[src/rtl/sel_code_gen_pkg.sv]
// Shared definitions for the select-code generator: FSM states, code width and
// the modulo-8 step helper.
package sel_code_gen_pkg;

  localparam int unsigned CODE_W = 3;

  typedef enum logic {
    ST_MANUAL = 1'b0,
    ST_AUTO   = 1'b1
  } state_t;

  // One step up or down; the natural 3-bit overflow provides the 7<->0 wrap.
  function automatic logic [CODE_W-1:0] code_step(input logic [CODE_W-1:0] code,
                                                   input logic              up);
    return up ? code + CODE_W'(1) : code - CODE_W'(1);
  endfunction

endpackage

[src/rtl/sel_code_gen_if.sv]
// Button inputs and decoder-select outputs of the select-code generator.
//  master (generator): key_up/key_down/key_mode in; in1..in3, auto_en, code_chg out
//  slave  (panel/decoder side): the mirror image
interface sel_code_gen_if;
  logic key_up;
  logic key_down;
  logic key_mode;
  logic in1;
  logic in2;
  logic in3;
  logic auto_en;
  logic code_chg;

  modport master (
    input  key_up, key_down, key_mode,
    output in1, in2, in3, auto_en, code_chg
  );

  modport slave (
    output key_up, key_down, key_mode,
    input  in1, in2, in3, auto_en, code_chg
  );
endinterface

[src/rtl/sel_code_gen_key_filter.sv]
// Debounce filter for one active-low push-button.
//  sys_clk, sys_rst_n : clock, async active-low reset
//  key_in             : raw button, active-low, asynchronous
//  key_flag           : one-cycle pulse once the key has been low CNT_MAX samples
module sel_code_gen_key_filter #(
  parameter int unsigned CNT_MAX = 1_000_000
) (
  input  logic sys_clk,
  input  logic sys_rst_n,
  input  logic key_in,
  output logic key_flag
);

  localparam int unsigned CW = (CNT_MAX > 1) ? $clog2(CNT_MAX) : 1;
  localparam logic [CW-1:0] CNT_TOP = CW'(CNT_MAX - 1);

  logic [1:0]    sync;
  logic [CW-1:0] cnt;
  logic          done;

  // Synchroniser, saturating low-time counter and single-shot press flag.
  // done marks that the flag already fired for this press, so holding the key
  // at saturation produces no further flags.
  always_ff @(posedge sys_clk or negedge sys_rst_n) begin
    if (!sys_rst_n) begin
      sync     <= 2'b11;
      cnt      <= '0;
      done     <= 1'b0;
      key_flag <= 1'b0;
    end else begin
      sync     <= {sync[0], key_in};
      key_flag <= 1'b0;
      if (sync[1]) begin
        cnt  <= '0;
        done <= 1'b0;
      end else if (cnt != CNT_TOP) begin
        cnt <= cnt + CW'(1);
      end else if (!done) begin
        done     <= 1'b1;
        key_flag <= 1'b1;
      end
    end
  end

endmodule

[src/rtl/sel_code_gen.sv]
// Select-code generator feeding a 3-to-8 decoder: debounced up/down/mode keys
// step a 3-bit code manually, or a timer steps it in AUTO mode.
//  sys_clk, sys_rst_n : clock, async active-low reset
//  bus (master)       : keys in; in1..in3 (code MSB..LSB), auto_en, code_chg out
module sel_code_gen
  import sel_code_gen_pkg::*;
#(
  parameter int unsigned CNT_DEBOUNCE = 1_000_000,
  parameter int unsigned CNT_STEP     = 25_000_000
) (
  input  logic                  sys_clk,
  input  logic                  sys_rst_n,
  sel_code_gen_if.master        bus
);

  localparam int unsigned TW = (CNT_STEP > 1) ? $clog2(CNT_STEP) : 1;
  localparam logic [TW-1:0] STEP_TOP = TW'(CNT_STEP - 1);

  logic              up_flag;
  logic              down_flag;
  logic              mode_flag;
  state_t            state;
  logic [TW-1:0]     timer;
  logic [CODE_W-1:0] code;
  logic              auto_en_q;
  logic              code_chg_q;

  sel_code_gen_key_filter #(.CNT_MAX(CNT_DEBOUNCE)) u_flt_up (
    .sys_clk  (sys_clk),
    .sys_rst_n(sys_rst_n),
    .key_in   (bus.key_up),
    .key_flag (up_flag)
  );

  sel_code_gen_key_filter #(.CNT_MAX(CNT_DEBOUNCE)) u_flt_down (
    .sys_clk  (sys_clk),
    .sys_rst_n(sys_rst_n),
    .key_in   (bus.key_down),
    .key_flag (down_flag)
  );

  sel_code_gen_key_filter #(.CNT_MAX(CNT_DEBOUNCE)) u_flt_mode (
    .sys_clk  (sys_clk),
    .sys_rst_n(sys_rst_n),
    .key_in   (bus.key_mode),
    .key_flag (mode_flag)
  );

  // Mode FSM, step timer and code register. Priority: mode > up/down > timer.
  always_ff @(posedge sys_clk or negedge sys_rst_n) begin
    if (!sys_rst_n) begin
      state      <= ST_MANUAL;
      timer      <= '0;
      code       <= '0;
      auto_en_q  <= 1'b0;
      code_chg_q <= 1'b0;
    end else begin
      code_chg_q <= 1'b0;
      case (state)
        ST_MANUAL: begin
          if (mode_flag) begin
            state     <= ST_AUTO;
            timer     <= '0;
            auto_en_q <= 1'b1;
          end else if (up_flag ^ down_flag) begin
            code       <= code_step(code, up_flag);
            code_chg_q <= 1'b1;
          end
        end
        ST_AUTO: begin
          if (mode_flag) begin
            state     <= ST_MANUAL;
            timer     <= '0;
            auto_en_q <= 1'b0;
          end else if (timer == STEP_TOP) begin
            timer      <= '0;
            code       <= code_step(code, 1'b1);
            code_chg_q <= 1'b1;
          end else begin
            timer <= timer + TW'(1);
          end
        end
        default: state <= ST_MANUAL;
      endcase
    end
  end

  assign bus.in1      = code[2];
  assign bus.in2      = code[1];
  assign bus.in3      = code[0];
  assign bus.auto_en  = auto_en_q;
  assign bus.code_chg = code_chg_q;

endmodule

[src/flat_wrapper.sv]
// flat-port wrapper written by rule: the top's interface ports become plain ports
module sel_code_gen_flat import sel_code_gen_pkg::*;
#(
  parameter int unsigned CNT_DEBOUNCE = 1_000_000,
  parameter int unsigned CNT_STEP     = 25_000_000
)
  (sys_clk, sys_rst_n, bus_key_up, bus_key_down, bus_key_mode, bus_in1, bus_in2, bus_in3, bus_auto_en, bus_code_chg);
  sel_code_gen_if bus_i ();
  input  logic sys_clk;
  input  logic sys_rst_n;
  input wire logic [$bits(bus_i.key_up)-1:0] bus_key_up;
  input wire logic [$bits(bus_i.key_down)-1:0] bus_key_down;
  input wire logic [$bits(bus_i.key_mode)-1:0] bus_key_mode;
  output wire logic [$bits(bus_i.in1)-1:0] bus_in1;
  output wire logic [$bits(bus_i.in2)-1:0] bus_in2;
  output wire logic [$bits(bus_i.in3)-1:0] bus_in3;
  output wire logic [$bits(bus_i.auto_en)-1:0] bus_auto_en;
  output wire logic [$bits(bus_i.code_chg)-1:0] bus_code_chg;
  assign bus_i.key_up = bus_key_up;
  assign bus_i.key_down = bus_key_down;
  assign bus_i.key_mode = bus_key_mode;
  assign bus_in1 = bus_i.in1;
  assign bus_in2 = bus_i.in2;
  assign bus_in3 = bus_i.in3;
  assign bus_auto_en = bus_i.auto_en;
  assign bus_code_chg = bus_i.code_chg;
  sel_code_gen #(.CNT_DEBOUNCE(CNT_DEBOUNCE), .CNT_STEP(CNT_STEP)) u_core (.sys_clk(sys_clk), .sys_rst_n(sys_rst_n), .bus(bus_i));
endmodule
[config.mk]
export PLATFORM = sky130hd
export DESIGN_NAME = sel_code_gen_flat
export DESIGN_NICKNAME = d
export VERILOG_FILES = /design/src/rtl/sel_code_gen_pkg.sv /design/src/rtl/sel_code_gen_if.sv /design/src/rtl/sel_code_gen_key_filter.sv /design/src/rtl/sel_code_gen.sv /design/src/flat_wrapper.sv
export SDC_FILE = /design/constraint.sdc
export NUM_CORES = 1
export LEC_CHECK = 0
export BUFFER_PORTS_ARGS = -buffer_cell sky130_fd_sc_hd__buf_4
export CAP_MARGIN = 10
export CORE_MARGIN = 2
export CORE_UTILIZATION = 45
export CTS_CLUSTER_SIZE = 16
export DETAILED_ROUTE_END_ITERATION = 8
export PLACE_DENSITY = 0.62
export SLEW_MARGIN = 10
export SYNTH_ARGS = -nofsm -noshare
export SYNTH_HDL_FRONTEND = slang
export SYNTH_SLANG_ARGS = --single-unit
[constraint.sdc]
create_clock -name sys_clk -period 2 [get_ports sys_clk]
set_input_delay 0.2 -clock sys_clk [delete_from_list [all_inputs] [get_ports sys_clk]]
set_output_delay 0.2 -clock sys_clk [all_outputs]
set_load 0.01 [all_outputs]
# Yosys cells after proc, flatten, opt, wreduce, memory -nomap -nowiden
# Cells that the tools add are included.
[totals]
ff_bits = 103
latch_bits = 0
ramBits = 0
mem_bits_ro = 0
inputBits = 5
output_inout_bits = 5
mem_count = 0
[op_classes]
n_addsub = 6
multipliers = 0
n_div = 0
magnitude_cmp = 0
n_eq_ne = 13
n_shift = 0
mux = 42
bitwise = 2
n_reduce_logical = 5
[op_table]
columns = ["op", "n"]
rows = [
  ["$mux W20", 6],
  ["$mux W25", 3],
  ["$add A20 B1 Y20 const B", 3],
  ["$ne A20 B20 Y1 const B", 3],
  ["$pmux W25 S2", 1],
  ["$add A25 B1 Y25 const B", 1],
  ["$eq A25 B25 Y1 const B", 1],
  ["$mux W1", 23],
  ["$ne A2 B2 Y1 const B", 8],
  ["$mux W3", 5],
  ["$pmux W1 S2", 3],
  ["$pmux W3 S2", 1],
  ["$reduce_bool A2 Y1", 3],
  ["$reduce_and A4 Y1", 1],
  ["$add A3 B1 Y3 const B", 1],
  ["$sub A3 B1 Y3 const B", 1],
  ["$ne A2 B1 Y1 const B", 1],
  ["$reduce_and A2 Y1", 1],
  ["$not A1 Y1", 1],
  ["$xor A1 B1 Y1", 1],
]

# Logic depth before layout (Yosys ltp)
# Gate-level depths: netlist of the first run.
[depth]
word_depth = 5
ltp_mapped = 9
mapped_depth_nobuf = 7

# By module
# A second synthesis of the first run with hierarchy kept.
[hier_totals]
hier_cells = 534
hier_area_um2 = 5376.4
[modules_own_cells]
columns = ["mod", "instances", "cells_per_inst", "area_each_um2", "seq_area_each_um2"]
rows = [
  ["sel_code_gen_key_filter", 3, 114, 1186.1, 603.1],
  ["sel_code_gen", 1, 192, 1818.0, 775.7],
]

# Least setup slack after synthesis of the first run
# OpenSTA, ideal clock, no wires.
[synth_path]
path_type = "reg2reg"
from = "register u_core.timer[0]"
to = "register u_core.timer[9]"
setup_time_ns = 0.141
arrival_ns = 1.993
t_required_ns = 1.859
slack_ns = -0.134
stages_incl_launch_ff = 8
period_less_slack_ns = 2.134
path_cell_list = "dfrtp_1 -> ha_1 -> nand4_1 -> nor4_1 -> a21oi_1 -> buf_2 -> a41oi_1 -> a31oi_1"
[synth_via]
elab_chain_cells = 4
word_cells_on_any_way = 5
cone_classes = "1 x add/sub; 1 x eq/ne; 3 x mux"
[synth_lines]
columns = ["element", "line_no", "rtl"]
rows = [
  ["start, declared", "sel_code_gen.sv:23", "logic [TW-1:0] timer;"],
  ["start signal, assigned", "sel_code_gen.sv:80", "timer <= timer + TW'(1);"],
  ["$add A25 B1 Y25 or $eq A25 B25 Y1 (tied branches)", "sel_code_gen.sv:80, sel_code_gen.sv:75", ""],
  ["$mux W25 (*)", "sel_code_gen.sv:75", "end else if (timer == STEP_TOP) begin"],
  ["$mux W25 (*)", "sel_code_gen.sv:71", "if (mode_flag) begin"],
  ["$pmux W25 S2 (*)", "sel_code_gen.sv:59", "case (state)"],
]
# Every way passes the cells marked *; elsewhere a longest branch is shown, timed or not.
# A chain may end at the register's enable or synchronous reset.

# Worst setup path after layout of the first run
[layout_path]
from = "register u_core.u_flt_mode.cnt[15]"
to = "register u_core.u_flt_mode.cnt[1]"
[layout_via]
elab_chain_cells = 2
[layout_lines]
columns = ["element", "line_no", "rtl"]
rows = [
  ["start, declared", "sel_code_gen_key_filter.sv:18", "logic [CW-1:0] cnt;"],
  ["start signal, assigned", "sel_code_gen_key_filter.sv:37", "cnt <= cnt + CW'(1);"],
  ["$ne A20 B20 Y1", "sel_code_gen_key_filter.sv:36", "end else if (cnt != CNT_TOP) begin"],
  ["$reduce_bool A2 Y1 (no line)", "-", ""],
]
# Every way passes these cells.

==> flow_summary.ini, run 1 <==
[run_status]
status = finished with violations
violations = negative setup slack

[place]
place.gp.congestion = 0.895
dp_slack_ns = -0.140
place_hpwl_um = 7300
port_buffers = 9
place_inst = 721

[sta]
rsz0062_at_grt = yes
finalHoldViolCount = 0
fin_crit_ns = 2.06
drv_slew = 0
skew_ns = 0.00703
setup_ws_ns = -0.0553
maxSlewHeadroom = 0.639
fmax_mhz = 487
tightestPinTransition_ns = 0.536
fin_crit_sh = 1.03
finalSetupViolCount = 3

[clocking]
numCtsBuffers = 9
clkTransAtPathRegs_ns = 0.07
cts.sinks = 103
cts_tree = done
root_buffer = clkbuf_16
cts_max_level = 3
cts_buffer_depth = 2
clkLatencyLatePin_ns = 0.35

[finish]
drive_above_1_share = 0.218
diodes = 0
area_delta_synth_final_pct = 25.4
fin_util = 0.584
fill_cells = 932
layout.nets = 624
layout.cells.non_filler = 754

[synthesis]
yosysTopAreaCellShare = 0.476
yosysMostFrequentCell = dfrtp_1
yosys-top-cells-area = dfrtp_1 (48%), nor2_1 (5.6%), xor2_1 (5.3%), nand2_1 (3.4%), dfstp_2 (3.1%)
synth.largest_area_cell = dfrtp_1
async_flop_share = 1.00
synth_common_cells = dfrtp_1 (97), nor2_1 (76), nand2_1 (46)
ys_seq_elements = 103
synth.distinct_cells = 46
ys_seq_area_frac = 0.507
syn_nets = 544
ys_warn_count = 0
synth_edf_count = 0
dominantRegCellSynth = dfrtp_1
syn_area_per_cell_um2 = 9.64
syn_inst = 529
synth_area_um2 = 5100

[min_path]
holdPathStages = 0
min_path_type = flop to flop
hold_end = u_core.u_flt_up.sync[1]
hp-start = u_core.u_flt_up.sync[0]

[setup_path]
cp_max_fo = 7
reg2regPathDepth = 5
r2r-end = u_core.u_flt_mode.cnt[1]
cp_data_required_time_ns = 2.22
rrSetupSlack_ns = -0.06
startpoint_type = flop
cp_data_arrival_time_ns = 2.28
cp-end-kind = flop
reg2reg_from = u_core.u_flt_mode.cnt[15]
path_class = flop to flop

[global_routing]
grt_usage = 0.182
overflow = 0
use_met2 = 0.290
grt_pass1_vias = 3998
grt_max_degree = 45
globalRouteMet3Util = 0.0538
use_met1 = 0.242
antenna_found_initial = 0
grt_pass1_wl_um = 18400
busiest_layer = met2

[routing]
final_antenna_net_count = 0
wl_per_cell_um = 14.4
drtPass1Iterations = 5
drt_iter0_drc = 186
vias = 4086
via_per_inst = 5.42
drc = 0
wl_um = 10900

[floorplanning]
die_area_um2 = 12200
pin_count = 10
die_width_um = 110
row_count = 38
initial_core_util = 0.466
dieHeight_um = 110
core_area_um2 = 10900

[power]
irDropWorstVdd_mv = 0.549
powerDensity_nw_per_um2 = 633
leakage_nw = 2.77

[flow_run]
cap_violations = 0
metrics by stage:
stage	total power, mW	area (µm²)	TNS, ns	hold slack (ns)
6_report	4.04	6390	-0.138	0.357
5_1_grt	4.21	6390	-0.376	0.351
4_1_cts	4.10	6190	-0.223	0.356
3_5_place_dp	2.29	5760	-2.10	0.229
3_3_place_gp	2.28	5760	-0.561	0.224
2_1_floorplan	2.21	5120	-0.223	-0.0956
cell families after synthesis:
| family | share of synthesized area |
|---|---|
| fa+ha+maj | 0.0245 |
| flops | 0.507 |
| xor+xnor | 0.0842 |
| compound gates | 0.102 |
| simple gates | 0.251 |
| buf+inv | 0.0241 |
| mux | 0.00786 |
flip-flops by register name, indices dropped and copies added, names as in the netlist, 2 cells and up:
register and count:
u_core.code 3, u_core.timer 25, u_core.u_flt_down.cnt 20, u_core.u_flt_down.sync 2, u_core.u_flt_mode.cnt 20, u_core.u_flt_mode.sync 2, u_core.u_flt_up.cnt 20, u_core.u_flt_up.sync 2
where the power goes:
part           total [mW]  switching [mW]  internal, mW
logic               0.104          0.0628        0.0414
registers            2.15          0.0374          2.11
clock network        1.79           0.777          1.02
critical path: stages (launching register included):
cell and delay [ns]:
dfrtp_1 0.38, or4b_1 0.51, or4_4 0.53, or2_4 0.30, mux2i_1 0.15, nor2_1 0.05
how the worst max path moves through the flow:
stage,start,endpoint,slack [ns],depth (start not counted)
after floorplan,u_core.u_flt_mode.cnt[13],u_core.u_flt_mode.cnt[1],-0.09,6
after global placement,u_core.u_flt_mode.cnt[15],u_core.u_flt_mode.cnt[1],-0.1,5
after detailed placement,u_core.timer[17],u_core.timer[22],-0.14,5
after CTS,u_core.u_flt_mode.cnt[12],u_core.u_flt_mode.cnt[1],-0.05,5
after global routing,u_core.u_flt_mode.cnt[15],u_core.u_flt_mode.cnt[5],-0.11,6
final,u_core.u_flt_mode.cnt[15],u_core.u_flt_mode.cnt[1],-0.06,5
layout make-up:
cell class,instances,area (µm²),area share
clock buffer,11,243,0.0380
inverter,14,52.6,0.00822
tap,140,175,0.0274
sequential,103,2580,0.405
clock inverter,5,63.8,0.00999
multi-input combinational,398,2560,0.401
timing repair buffer,83,706,0.110
placed cells by master (no fill, tap or decap), types with 3 or more instances in the layout:
cell type / count
dfrtp_1: 97
nor2_1: 74
buf_4: 68
nand2_1: 46
xor2_1: 31
nand3_1: 28
a31oi_1: 21
a21oi_1: 19
o21ai_0: 18
xnor2_1: 17
nand4_1: 16
inv_1: 14
nor3_1: 11
and3_1: 10
nor4_1: 10
or3_1: 10
clkbuf_16: 10
ha_1: 9
buf_6: 8
dfstp_2: 6
and4_1: 5
o2111ai_1: 5
or4_4: 5
nand2b_1: 4
mux2i_1: 4
nor3_2: 4
nor4b_1: 4
dlygate4sd3_1: 4
o21bai_1: 3
a41oi_2: 3
timing repair:
item,CTS,global route
gates resized for setup,16,21
hold buffers,4,0
endpoints found under the hold margin,39,0
setup endpoints to repair,33,34
gates cloned,0,3
setup buffers,1,9
pin swaps,13,11
layer usage:
layer,up-vias,wire length [µm]
met4,0,162
met2,57,5120
li1,2058,-
met5,-,0
met3,13,419
met1,1958,5160
(Power assumes the default switching activity.)
==> run 2, diff against run 1 <==
--- a/config.mk
+++ b/config.mk
@@ -15,4 +15,5 @@
 export SLEW_MARGIN = 10
 export SYNTH_ARGS = -nofsm -noshare
 export SYNTH_HDL_FRONTEND = slang
+export SYNTH_HIERARCHICAL = 1
 export SYNTH_SLANG_ARGS = --single-unit
==> flow_summary.ini, run 2 <==
[finish]
layout.cells.non_filler = 722
layout.nets = 589
drive_above_1_share = 0.169
largest-register = u_core/timer
diodes = 0
layout_commonest_cell = dfrtp_1
largest_reg_flops = 25
area_delta_synth_final_pct = 15.8
layout_common_cells = dfrtp_1 (97), buf_4 (39), nand2_1 (39)

[place]
place_inst = 701
place.gp.congestion = 0.838
port_buffers = 9
place_hpwl_um = 7460

[routing]
wl_per_cell_um = 15.6
drc = 0
final_antenna_net_count = 0
wl_um = 11200
via_per_inst = 5.86
drt_iter0_drc = 255
vias = 4229
drtPass1Iterations = 4

[synthesis]
yosys-top-cells-area = dfrtp_1 (45%), a21oi_1 (3.8%), a31oi_1 (3.3%), nand3_1 (3.0%), dfstp_2 (2.9%)
dominantRegCellSynth = dfrtp_1
synth_compound_area_frac = 0.140
syn_inst = 534
synth_top_family_by_area = simple AND/OR/NAND/NOR gates
syn_area_per_cell_um2 = 10.1
ys_seq_area_frac = 0.481
synth.mux.area_fraction = 0.0335
ys_seq_elements = 103
yosysMostFrequentCell = dfrtp_1
synth.distinct_cells = 54
syn_nets = 549
synth_edf_count = 0
yosysTopAreaCellShare = 0.451
synth_fa_ha_area_frac = 0.0233
async_flop_share = 1.00
yosys.area_share.simple = 0.271
ys_warn_count = 6
synth.largest_area_cell = dfrtp_1
synth_common_cells = dfrtp_1 (97), a21oi_1 (41), nand2_1 (39)
synth_xor_xnor_area_share = 0.0326
synth_area_um2 = 5380

[floorplanning]
pin_count = 10
die_width_um = 113
die_area_um2 = 12800
dieHeight_um = 113
row_count = 39
core_area_um2 = 11500
initial_core_util = 0.467

[clocking]
root_buffer = clkbuf_16
clkLatencyLatePin_ns = 0.35
cts_buffer_depth = 2
cts.sinks = 103
cts_tree = done
numCtsBuffers = 9
clkTransAtPathRegs_ns = 0.06
cts_max_level = 3

[flow_run]
cap_violations = 0

[setup_path]
cp_num_buf_inv = 1
r2r-end = u_core/timer[4]
rrSetupSlack_ns = -0.08
cp_data_required_time_ns = 2.24
path_class = flop to flop
path_delay_family = simple AND/OR/NAND/NOR gates
cp_slowest_cell = or4bb_1
reg2reg_from = u_core/timer[6]
reg2regPathDepth = 6
cp_max_fo = 20
critical_path_depth = 6
cp_cell_sequence = or4bb_1 > nor4_4 > a31oi_4 > buf_12 > a21o_1 > a22o_1
critPathMaxStageDelay_ns = 0.54
startpoint_type = flop
cp-end-kind = flop
cp_data_arrival_time_ns = 2.32

[min_path]
min_path_type = input pin to async pin

[sta]
fin_crit_sh = 1.04
skew_ns = 0.00601
fmax_mhz = 480
finalHoldViolCount = 0
fin_crit_ns = 2.08
tightestPinTransition_ns = 0.444
rsz0062_at_grt = yes
maxSlewHeadroom = 0.704
setup_ws_ns = -0.0833
finalSetupViolCount = 8
finalSetupTns_ns = -0.246
drv_slew = 0

[global_routing]
grt_pass1_vias = 4150
grt_usage = 0.189
antenna_found_initial = 0
grt_max_degree = 54
overflow = 0
grt_pass1_wl_um = 19600

[run_status]
violations = negative setup slack
status = finished with violations

[power]
irDropWorstVdd_mv = 0.558
powerDensity_nw_per_um2 = 628
leakage_nw = 2.71
-- run 2: changes by cell type after synthesis, sizes merged, moves of 8 or more --
cell	previous run	this run
nor3	15	6
xnor2	18	3
nor2b	1	9
xor2	31	17
a31oi	21	29
nand2b	4	15
and4	6	16
nor2	76	36
a21oi	21	41
-- run 2: kinds of logic (layout without fill, tap and decap cells) --
group,Yosys count,in the layout
buf+inv,26,71
simple gates,239,239
xor+xnor,20,20
flops,103,103
compound gates,120,120
mux,16,16
fa+ha+maj,10,10
-- run 2: report_power, final --
group / internal, mW / switching (mW)
clock network: 0.884 / 0.771
registers: 2.11 / 0.0406
logic: 0.0443 / 0.0597
total: 3.04 / 0.872
-- run 2: worst max path at each step --
stage                                from         endpoint  slack, ns
after floorplan           u_core/timer[6]   u_core/code[1]      -0.01
after global placement    u_core/timer[6]  u_core/timer[4]      -0.02
after detailed placement  u_core/timer[6]   u_core/code[1]      -0.09
after CTS                 u_core/timer[6]   u_core/code[1]      -0.08
after global routing      u_core/timer[6]  u_core/timer[4]      -0.17
final                     u_core/timer[6]  u_core/timer[4]      -0.08
-- run 2: what timing repair did --
item                       CTS  global route
gates resized for setup      1            14
buffers inserted             0             1
pin swaps                    0             4
hold buffers                 4             0
hold endpoints to repair    31             0
setup endpoints to repair   13            27
-- run 2: layer usage --
layer / track usage / vias up / wire length (µm)
met4: 0.0569 / 0 / 133
li1: - / 2074 / -
met2: 0.296 / 61 / 5300
met1: 0.254 / 2083 / 5370
met5: 0 / - / 0
met3: 0.0595 / 11 / 432
-- run 2: cell type report --
type	count	area, µm²
tap	143	179
multi-input combinational	405	2770
clock buffer	12	246
sequential	103	2580
timing repair buffer	46	388
clock inverter	4	30.0
inverter	9	33.8
fill	1019	5290
-- run 2: per-stage QoR --
step	util	worst slack (ns)	instance area (µm²)	power, mW	hold slack (ns)
floorplan	-	-0.0125	5410	2.22	-0.0956
global placement	0.507	-0.0236	5830	2.29	0.169
detailed placement	0.507	-0.0858	5830	2.29	0.170
CTS	0.535	-0.0793	6160	3.97	0.326
global route	0.541	-0.166	6230	4.09	0.347
finish	0.541	-0.0833	6230	3.91	0.326
-- run 2: worst register-to-register path: stages (launching register included) --
cell and delay [ns]:
dfrtp_1 0.38, or4bb_1 0.54, nor4_4 0.36, a31oi_4 0.17, buf_12 0.19, a21o_1 0.15, a22o_1 0.17
==> run 3, diff against run 2 <==
--- a/config.mk
+++ b/config.mk
@@ -8,10 +8,10 @@
 export BUFFER_PORTS_ARGS = -buffer_cell sky130_fd_sc_hd__buf_4
 export CAP_MARGIN = 10
 export CORE_MARGIN = 2
-export CORE_UTILIZATION = 45
+export CORE_UTILIZATION = 51
 export CTS_CLUSTER_SIZE = 16
 export DETAILED_ROUTE_END_ITERATION = 8
-export PLACE_DENSITY = 0.62
+export PLACE_DENSITY = 0.68
 export SLEW_MARGIN = 10
 export SYNTH_ARGS = -nofsm -noshare
 export SYNTH_HDL_FRONTEND = slang
==> flow_summary.ini, run 3 (synthesized netlist as in run 2, its figures left out) <==
[place]
port_buffers = 9
place_hpwl_um = 7370
place.gp.congestion = 0.853
place_inst = 695

[setup_path]
path_delay_family = simple AND/OR/NAND/NOR gates
r2r-end = u_core/timer[4]
cp_cell_sequence = or4b_4 > nor4_4 > a31oi_4 > buf_12 > a21o_1 > a22o_1
cp_data_arrival_time_ns = 2.38
startpoint_type = flop
cp_data_required_time_ns = 2.25
cp_max_fo = 21
cp_num_buf_inv = 1
cp-end-kind = flop
path_class = flop to flop
reg2reg_from = u_core/timer[17]
reg2regPathDepth = 6
rrSetupSlack_ns = -0.13
cp_slowest_cell = or4b_4
critical_path_depth = 6
critPathMaxStageDelay_ns = 0.56

[floorplanning]
dieHeight_um = 107
pin_count = 10
die_area_um2 = 11400
core_area_um2 = 10300
die_width_um = 107
initial_core_util = 0.523
row_count = 37

[routing]
via_per_inst = 5.99
final_antenna_net_count = 0
vias = 4279
drt_iter0_drc = 155
wl_per_cell_um = 15.1
drtPass1Iterations = 8
drc = 0
wl_um = 10700

[finish]
diodes = 0
fin_util = 0.593
fill_cells = 907
layout.cells.non_filler = 714
layout_common_cells = dfrtp_1 (97), a21oi_1 (40), buf_4 (39), nand2_1 (39), nor2_1 (36)
area_delta_synth_final_pct = 13.3
layout_commonest_cell = dfrtp_1
largest-register = u_core/timer
layout.nets = 589
drive_above_1_share = 0.159
largest_reg_flops = 25

[sta]
fin_crit_ns = 2.13
drv_slew = 0
maxSlewHeadroom = 0.691
finalHoldViolCount = 0
skew_ns = 0.00950
setup_ws_ns = -0.127
finalSetupViolCount = 19
tightestPinTransition_ns = 0.463
fin_crit_sh = 1.06
fmax_mhz = 470
rsz0062_at_grt = yes
finalSetupTns_ns = -0.807

[global_routing]
grt_max_degree = 41
overflow = 0
antenna_found_initial = 0
grt_usage = 0.204
grt_pass1_wl_um = 19000
grt_pass1_vias = 4041

[clocking]
cts.sinks = 103
cts_buffer_depth = 2
clkLatencyLatePin_ns = 0.36
root_buffer = clkbuf_8
cts_max_level = 3
clkTransAtPathRegs_ns = 0.09
numCtsBuffers = 9
cts_tree = done

[power]
p_switching_uw = 774
power.total_mw = 3.54
leakage_nw = 2.67
power_frac_seq = 0.607
irDropWorstVdd_mv = 0.679
p_comb_frac = 0.030
sw_frac_of_total = 0.219
p_int_mw = 2.76
clockPowerShare = 0.363
powerDensity_nw_per_um2 = 580

[run_status]
status = finished with violations
violations = negative setup slack

[min_path]
min_path_type = input pin to async pin

[flow_run]
cap_violations = 0
==> run 3: stage by stage <==
step	hold WS, ns	setup WS [ns]	cell area (µm²)
6_report	0.329	-0.127	6090
5_1_grt	0.347	-0.192	6090
4_1_cts	0.340	-0.113	6080
3_5_place_dp	0.192	-0.0913	5830
3_3_place_gp	0.184	-0.0338	5830
2_1_floorplan	-0.0956	-0.0125	5410
==> run 3: worst max path at each step <==
stage                startpoint          endpoint  slack, ns
2_1_floorplan   u_core/timer[6]    u_core/code[1]      -0.01
3_3_place_gp    u_core/timer[6]  u_core/timer[23]      -0.03
3_5_place_dp    u_core/timer[6]  u_core/timer[23]      -0.09
4_1_cts         u_core/timer[6]    u_core/code[1]      -0.11
5_1_grt        u_core/timer[17]    u_core/code[1]      -0.19
6_report       u_core/timer[17]   u_core/timer[4]      -0.13
==> run 3: metal layers <==
layer,vias up,GRT usage,wire length [µm]
met1,2129,0.273,5060
met5,-,0,0
met3,18,0.0450,347
met2,61,0.337,5190
met4,0,0.0538,150
li1,2071,-,-
==> run 3: power by group through the flow <==
| stage | combinational (mW) | sequential (mW) | clock [mW] |
|---|---|---|---|
| 2_1_floorplan | 0.0512 | 2.17 | 0 |
| 3_3_place_gp | 0.101 | 2.19 | 0 |
| 3_5_place_dp | 0.105 | 2.19 | 0 |
| 4_1_cts | 0.112 | 2.15 | 1.32 |
| 5_1_grt | 0.124 | 2.15 | 1.41 |
| 6_report | 0.106 | 2.15 | 1.28 |
==> run 3: repair_timing <==
item	CTS	global route
hold buffers	4	0
endpoints found under the setup margin	23	30
gates resized for setup	5	3
endpoints found under the hold margin	32	0
pin swaps	4	4
buffers inserted	0	0
==> run 3: layout make-up <==
| cell class | count | area (µm²) | area share |
|---|---|---|---|
| Inverter | 9 | 33.8 | 0.00554 |
| Clock inverter | 3 | 43.8 | 0.00719 |
| Tap cell | 136 | 170 | 0.0279 |
| Clock buffer | 12 | 145 | 0.0238 |
| Timing Repair Buffer | 46 | 388 | 0.0637 |
| Multi-Input combinational cell | 405 | 2730 | 0.448 |
| Sequential cell | 103 | 2580 | 0.424 |
